## config.mk

```make
export PLATFORM = sky130hd
export DESIGN_NAME = parking_controller_nslot
export DESIGN_NICKNAME = d
export VERILOG_FILES = /design/src/rtl/parking_pkg.sv /design/src/rtl/slot_timer.sv /design/src/rtl/parking_controller_nslot.sv
export SDC_FILE = /design/constraint.sdc
export NUM_CORES = 1
export LEC_CHECK = 0
export BUFFER_PORTS_ARGS = -buffer_cell sky130_fd_sc_hd__clkbuf_2
export CORE_AREA = 2 2 199 162
export CTS_BUF_LIST = sky130_fd_sc_hd__clkbuf_4 sky130_fd_sc_hd__clkbuf_8
export DETAILED_ROUTE_END_ITERATION = 10
export DIE_AREA = 0 0 201 164
export PLACE_DENSITY = 0.66
export SLEW_MARGIN = 25
export SYNTH_ARGS = -nofsm -noshare
export SYNTH_HDL_FRONTEND = slang
export SYNTH_SLANG_ARGS = --single-unit
```

## constraint.sdc

```tcl
create_clock -name clk -period 11.5 [get_ports clk]
set_input_delay 1.15 -clock clk [delete_from_list [all_inputs] [get_ports clk]]
set_output_delay 1.15 -clock clk [all_outputs]
set_load 0.05 [all_outputs]
```

## src/rtl/parking_pkg.sv

```systemverilog
// rtl/parking_pkg.sv - shared types, widths and fee arithmetic for the parking controller
package parking_pkg;

    localparam int FEE_W   = 32;
    localparam int TIMER_W = 16;

    typedef enum logic [2:0] {
        IDLE,
        ENTRY_OPEN,
        BILL,
        AWAIT_PAY,
        EXIT_OPEN
    } state_t;

    // Billed units beyond the grace period times the rate, clamped to the fee width.
    function automatic logic [FEE_W-1:0] calc_fee(
        input logic [TIMER_W-1:0] elapsed,
        input int unsigned        grace,
        input int unsigned        rate
    );
        logic [63:0] billed;
        if (32'(elapsed) <= grace) return '0;
        billed = 64'(32'(elapsed) - grace) * 64'(rate);
        if (billed > 64'hFFFF_FFFF) return '1;
        return billed[FEE_W-1:0];
    endfunction

endpackage

```

## src/rtl/slot_timer.sv

```systemverilog
// rtl/slot_timer.sv - per-slot saturating elapsed-unit counter
module slot_timer
    import parking_pkg::*;
(
    input  logic               clk,
    input  logic               rst_n,
    input  logic               clear,
    input  logic               tick,
    input  logic               active,
    output logic [TIMER_W-1:0] elapsed
);

    always_ff @(posedge clk or negedge rst_n) begin
        if (!rst_n) begin
            elapsed <= '0;
        end else if (clear) begin
            elapsed <= '0;
        end else if (tick && active && (elapsed != '1)) begin
            elapsed <= elapsed + 1'b1;
        end
    end

endmodule

```

## src/rtl/parking_controller_nslot.sv

```systemverilog
// rtl/parking_controller_nslot.sv - N-slot parking controller with gates, billing and payment timeout
module parking_controller_nslot
    import parking_pkg::*;
#(
    parameter  int NUM_SLOTS      = 8,
    parameter  int TICKS_PER_UNIT = 100,
    parameter  int RATE           = 5,
    parameter  int GRACE_UNITS    = 2,
    parameter  int GATE_CYCLES    = 4,
    parameter  int PAY_TIMEOUT    = 1000,
    localparam int SW             = $clog2(NUM_SLOTS)
) (
    input  logic                 clk,
    input  logic                 rst_n,
    input  logic                 entry_req,
    input  logic                 exit_req,
    input  logic [SW-1:0]        exit_slot_sel,
    input  logic                 payment_received,
    output logic                 entry_gate,
    output logic                 exit_gate,
    output logic                 full,
    output logic [NUM_SLOTS-1:0] occupancy,
    output logic [SW:0]          free_count,
    output logic                 alloc_valid,
    output logic [SW-1:0]        alloc_slot,
    output logic                 fee_ready,
    output logic [FEE_W-1:0]     fee,
    output logic                 deny,
    output logic                 exit_err,
    output logic                 pay_timeout
);

    state_t               state;
    logic [31:0]          prescale;
    logic [31:0]          cnt;
    logic [SW-1:0]        exit_slot;
    logic [SW-1:0]        free_idx;
    logic                 tick;
    logic                 alloc_go;
    logic                 exit_ok;
    logic [NUM_SLOTS-1:0] timer_clr;
    logic [TIMER_W-1:0]   elapsed [NUM_SLOTS];

    assign tick     = (prescale == 32'(TICKS_PER_UNIT - 1));
    assign alloc_go = (state == IDLE) && entry_req && !exit_req && !full;
    assign exit_ok  = ({1'b0, exit_slot_sel} < (SW+1)'(NUM_SLOTS)) && occupancy[exit_slot_sel];

    always_comb begin
        free_idx = '0;
        for (int i = NUM_SLOTS - 1; i >= 0; i--) begin
            if (!occupancy[i]) free_idx = SW'(i);
        end
    end

    // A freshly granted slot restarts its timer on the same edge its occupancy bit sets.
    always_comb begin
        timer_clr = '0;
        if (alloc_go) timer_clr[free_idx] = 1'b1;
    end

    always_ff @(posedge clk or negedge rst_n) begin
        if (!rst_n) begin
            prescale <= '0;
        end else if (tick) begin
            prescale <= '0;
        end else begin
            prescale <= prescale + 1'b1;
        end
    end

    for (genvar i = 0; i < NUM_SLOTS; i++) begin : g_slot
        slot_timer u_timer (
            .clk     (clk),
            .rst_n   (rst_n),
            .clear   (timer_clr[i]),
            .tick    (tick),
            .active  (occupancy[i]),
            .elapsed (elapsed[i])
        );
    end

    always_ff @(posedge clk or negedge rst_n) begin
        if (!rst_n) begin
            state       <= IDLE;
            occupancy   <= '0;
            free_count  <= (SW+1)'(NUM_SLOTS);
            full        <= 1'b0;
            cnt         <= '0;
            exit_slot   <= '0;
            fee         <= '0;
            fee_ready   <= 1'b0;
            entry_gate  <= 1'b0;
            exit_gate   <= 1'b0;
            alloc_valid <= 1'b0;
            alloc_slot  <= '0;
            deny        <= 1'b0;
            exit_err    <= 1'b0;
            pay_timeout <= 1'b0;
        end else begin
            alloc_valid <= 1'b0;
            deny        <= 1'b0;
            exit_err    <= 1'b0;
            pay_timeout <= 1'b0;
            case (state)
                IDLE: begin
                    if (exit_req) begin
                        if (exit_ok) begin
                            exit_slot <= exit_slot_sel;
                            state     <= BILL;
                        end else begin
                            exit_err <= 1'b1;
                        end
                    end else if (entry_req) begin
                        if (full) begin
                            deny <= 1'b1;
                        end else begin
                            alloc_valid         <= 1'b1;
                            alloc_slot          <= free_idx;
                            occupancy[free_idx] <= 1'b1;
                            free_count          <= free_count - 1'b1;
                            full                <= (free_count == (SW+1)'(1));
                            entry_gate          <= 1'b1;
                            cnt                 <= 32'(GATE_CYCLES - 1);
                            state               <= ENTRY_OPEN;
                        end
                    end
                end
                ENTRY_OPEN: begin
                    if (cnt == '0) begin
                        entry_gate <= 1'b0;
                        state      <= IDLE;
                    end else begin
                        cnt <= cnt - 1'b1;
                    end
                end
                BILL: begin
                    fee       <= calc_fee(elapsed[exit_slot], GRACE_UNITS, RATE);
                    fee_ready <= 1'b1;
                    cnt       <= '0;
                    state     <= AWAIT_PAY;
                end
                AWAIT_PAY: begin
                    if (payment_received) begin
                        occupancy[exit_slot] <= 1'b0;
                        free_count           <= free_count + 1'b1;
                        full                 <= 1'b0;
                        fee_ready            <= 1'b0;
                        exit_gate            <= 1'b1;
                        cnt                  <= 32'(GATE_CYCLES - 1);
                        state                <= EXIT_OPEN;
                    end else if (cnt == 32'(PAY_TIMEOUT - 1)) begin
                        pay_timeout <= 1'b1;
                        fee_ready   <= 1'b0;
                        state       <= IDLE;
                    end else begin
                        cnt <= cnt + 1'b1;
                    end
                end
                EXIT_OPEN: begin
                    if (cnt == '0) begin
                        exit_gate <= 1'b0;
                        state     <= IDLE;
                    end else begin
                        cnt <= cnt - 1'b1;
                    end
                end
                default: state <= IDLE;
            endcase
        end
    end

endmodule

```

==> run metrics <==
outcome complete, no violations; first-pass GRT wire length 67.1 mm; WP depth 18; EDFF count, synth 0; post-synthesis cell type count a little under 90; FP Rows 58; crit path DAT 6.46 ns; DR iter-0 viols 1,297; R2R cell count 18; DRC errors left 0; hpwl dp around 30 mm; Setup Fix Bufs, Post-CTS 0; CTS tree yes; crit path capture type register; Final period util 51.8%; core box area approximately 0.031 mm2; fmax approximately 170 MHz; most common cell in the netlist nor2_1; Crit. Startpoint exit_slot[2]; Max-Cap Viols 0; RSZ-0062 raised after global routing false; CP cell instances buf_4, or2_2, o22ai_1, a21oi_1, ha_1, o2111ai_1, nor2_1, nand2_1, xor2_1, ha_1, ha_1, a21o_1, or3_1, o2111ai_1, o221a_2, o2111ai_1, a21boi_2, a221o_1; hold_buf cts 0; IO Pins 63; WP buf/inv 1; CTS max path bufs 3; root buf cell clkbuf_8; number of global-route vias before repair 12.2k; Final #Nets ~1.8k; FFs w/ async S/R, synth 100%; Netlist Area Pre-Place about 0.015 mm2; H-Tree Depth 2; critical path class reg2reg; Startpoint Class register; Post-Syn Area per Cell 9.11 um2; first-pass iteration count of the detailed router 6; CP max stage cell dfrtp_1; Slew HR between 30% and 40%; Synth Net Count 1,741; die height 164 um; CP Max Fanout 20; cell taking the most area after synthesis dfrtp_1; gr usage total between 20 and 30%; TritonCTS buffer count between 40 and 50; top cell type's share of synthesized area 39.3%; initial antenna violation count 0; Worst-Margin Slew 0.975 ns; share of cells above drive strength 1 11.6%; setup TNS 0 ns; reg2reg setup slack 5.54 ns; hold path depth 1; PortBufs just over 60; CP top delay family compound AO/OA/AOI/OAI gates; cts repair resizes 0; Filler Cells Inserted roughly 2.8k; Yosys reg bits 242; DP Area 0.0158 mm2; Syn-to-layout area delta 9.35%; clk_skew 0.0224 ns; Setup Viol. Count Final 0; min Tclk post-route about 6.0 ns; Starting Density about half; synth warn 0; top cells by count, synth 242 x nor2_1, 241 x dfrtp_1, 134 x nand2_1; Synth Flop Type dfrtp_1; largest net degree at the start of global routing 108; reg2reg end fee[1]; Worst Path Required around 12 ns; final instance area 0.0168 mm2; die area 0.0330 mm2; crit path capture fee[1]; Ant. Diodes 0; worst min-delay path category reg2reg; Cells after Synth 1,684; Skew-Pair Late Insertion Delay 0.57 ns; Via Count approximately 13k; total gr overflow 0; DRT antenna net count 0; DR WL/cell 19.3 um; Routed Wire Length 41.8 mm; DR vias/cell 6.11; Die X about 200 um; RR Startpoint exit_slot[2]; Area contributors post-synth dfrtp_1 39%, nor2_1 5.9%, xnor2_1 5.1%; Reg clk slew, reported paths ~0.060 ns; clk sinks 242; Max Slew Vio Count 0; Fin. Hold Viols 0; gpl congestion 0.961; Seq/Total Area, Yosys about two fifths; slowest cell delay on critical path 0.75 ns
cells in the final DEF (no fill, tap or decap), types with 11 or more instances in the layout:
master,netlist,routed
nor4_1,20,19
a31oi_1,17,17
a21oi_1,67,67
nand2_1,134,134
nand3_1,69,69
mux2i_1,28,28
nand4_1,57,57
xor2_1,74,74
inv_1,40,40
clkbuf_2,1,61
and4_1,25,25
buf_4,21,12
o21ai_0,68,68
clkbuf_8,0,58
dfrtp_1,241,241
nor2_1,242,239
nor3_1,37,37
and2_1,24,24
a21o_1,12,12
a211oi_1,11,11
ha_1,48,48
mux4_2,16,16
xnor2_1,90,90
a221o_1,29,29
o21a_1,11,11
and3_1,39,39
or3_1,19,19
worst reg2reg max path, stage by stage (launching register included):
cell and delay (ns):
dfrtp_1 0.75, buf_4 0.39, or2_2 0.19, o22ai_1 0.10, a21oi_1 0.43, ha_1 0.36
o2111ai_1 0.24, nor2_1 0.21, nand2_1 0.08, xor2_1 0.16, ha_1 0.33, ha_1 0.35
a21o_1 0.20, or3_1 0.32, o2111ai_1 0.40, o221a_2 0.31, o2111ai_1 0.12, a21boi_2 0.72
a221o_1 0.22
layer usage:
layer  GRT usage (%)  wire (um)  vias to the layer above  share of wire (%)
met5               0          0                        -                  0
met4            7.17        935                        0                2.2
met3            5.87       4000                       59                9.6
met2            35.0      16700                      526                 40
met1            39.1      20100                     6398                 48
li1                -          -                     6193                  -
through the flow:
| step | cells | hold slack [ns] | util (%) | worst slack (ns) |
|---|---|---|---|---|
| CTS | 2158 | 0.484 | 54.1 | 5.55 |
| floorplan | 1684 | 0.443 | - | 6.65 |
| global placement | 2084 | 0.458 | 51.0 | 5.72 |
| finish | 2158 | 0.480 | 54.2 | 5.54 |
| global route | 2158 | 0.515 | 54.2 | 5.03 |
| detailed placement | 2084 | 0.470 | 51.0 | 5.59 |
cell type report:
type	count	area, um2	share of cell area, %
Multi-Input combinational cell	1306	8660	51.6
Clock inverter	6	87.6	0.522
Sequential cell	242	6060	36.1
Timing Repair Buffer	75	422	2.51
Inverter	41	154	0.917
Clock buffer	68	873	5.20
Tap cell	420	526	3.13
worst min path at each step:
stage            startpoint           end  slack [ns]
6_report       prescale[31]  prescale[31]        0.48
3_3_place_gp   prescale[31]  prescale[31]        0.46
3_5_place_dp   prescale[31]  prescale[31]        0.47
2_1_floorplan  prescale[31]  prescale[31]        0.44
5_1_grt        prescale[20]  prescale[20]        0.51
4_1_cts        prescale[31]  prescale[31]        0.48
registers in the layout, summed over array words and instances (netlist names), 3 cells and up:
register / flops
g_slot.u_timer.elapsed: 128
cnt: 32
prescale: 32
fee: 21
occupancy: 8
free_count: 4
alloc_slot: 3
exit_slot: 3
state: 3
logic make-up (layout without fill, tap and decap cells):
family	count (synthesis)	in the layout	synth area share, %
compound gates	331	331	15.3
mux	50	50	4.64
xor+xnor	164	164	9.36
flops	242	242	39.5
fa+ha+maj	49	49	4.04
simple gates	712	712	22.9
buf+inv	136	190	4.36
Power is left out: the tool's default activity adds up to more than one toggle a clock period on the data nets, which glitch-free logic cannot reach.
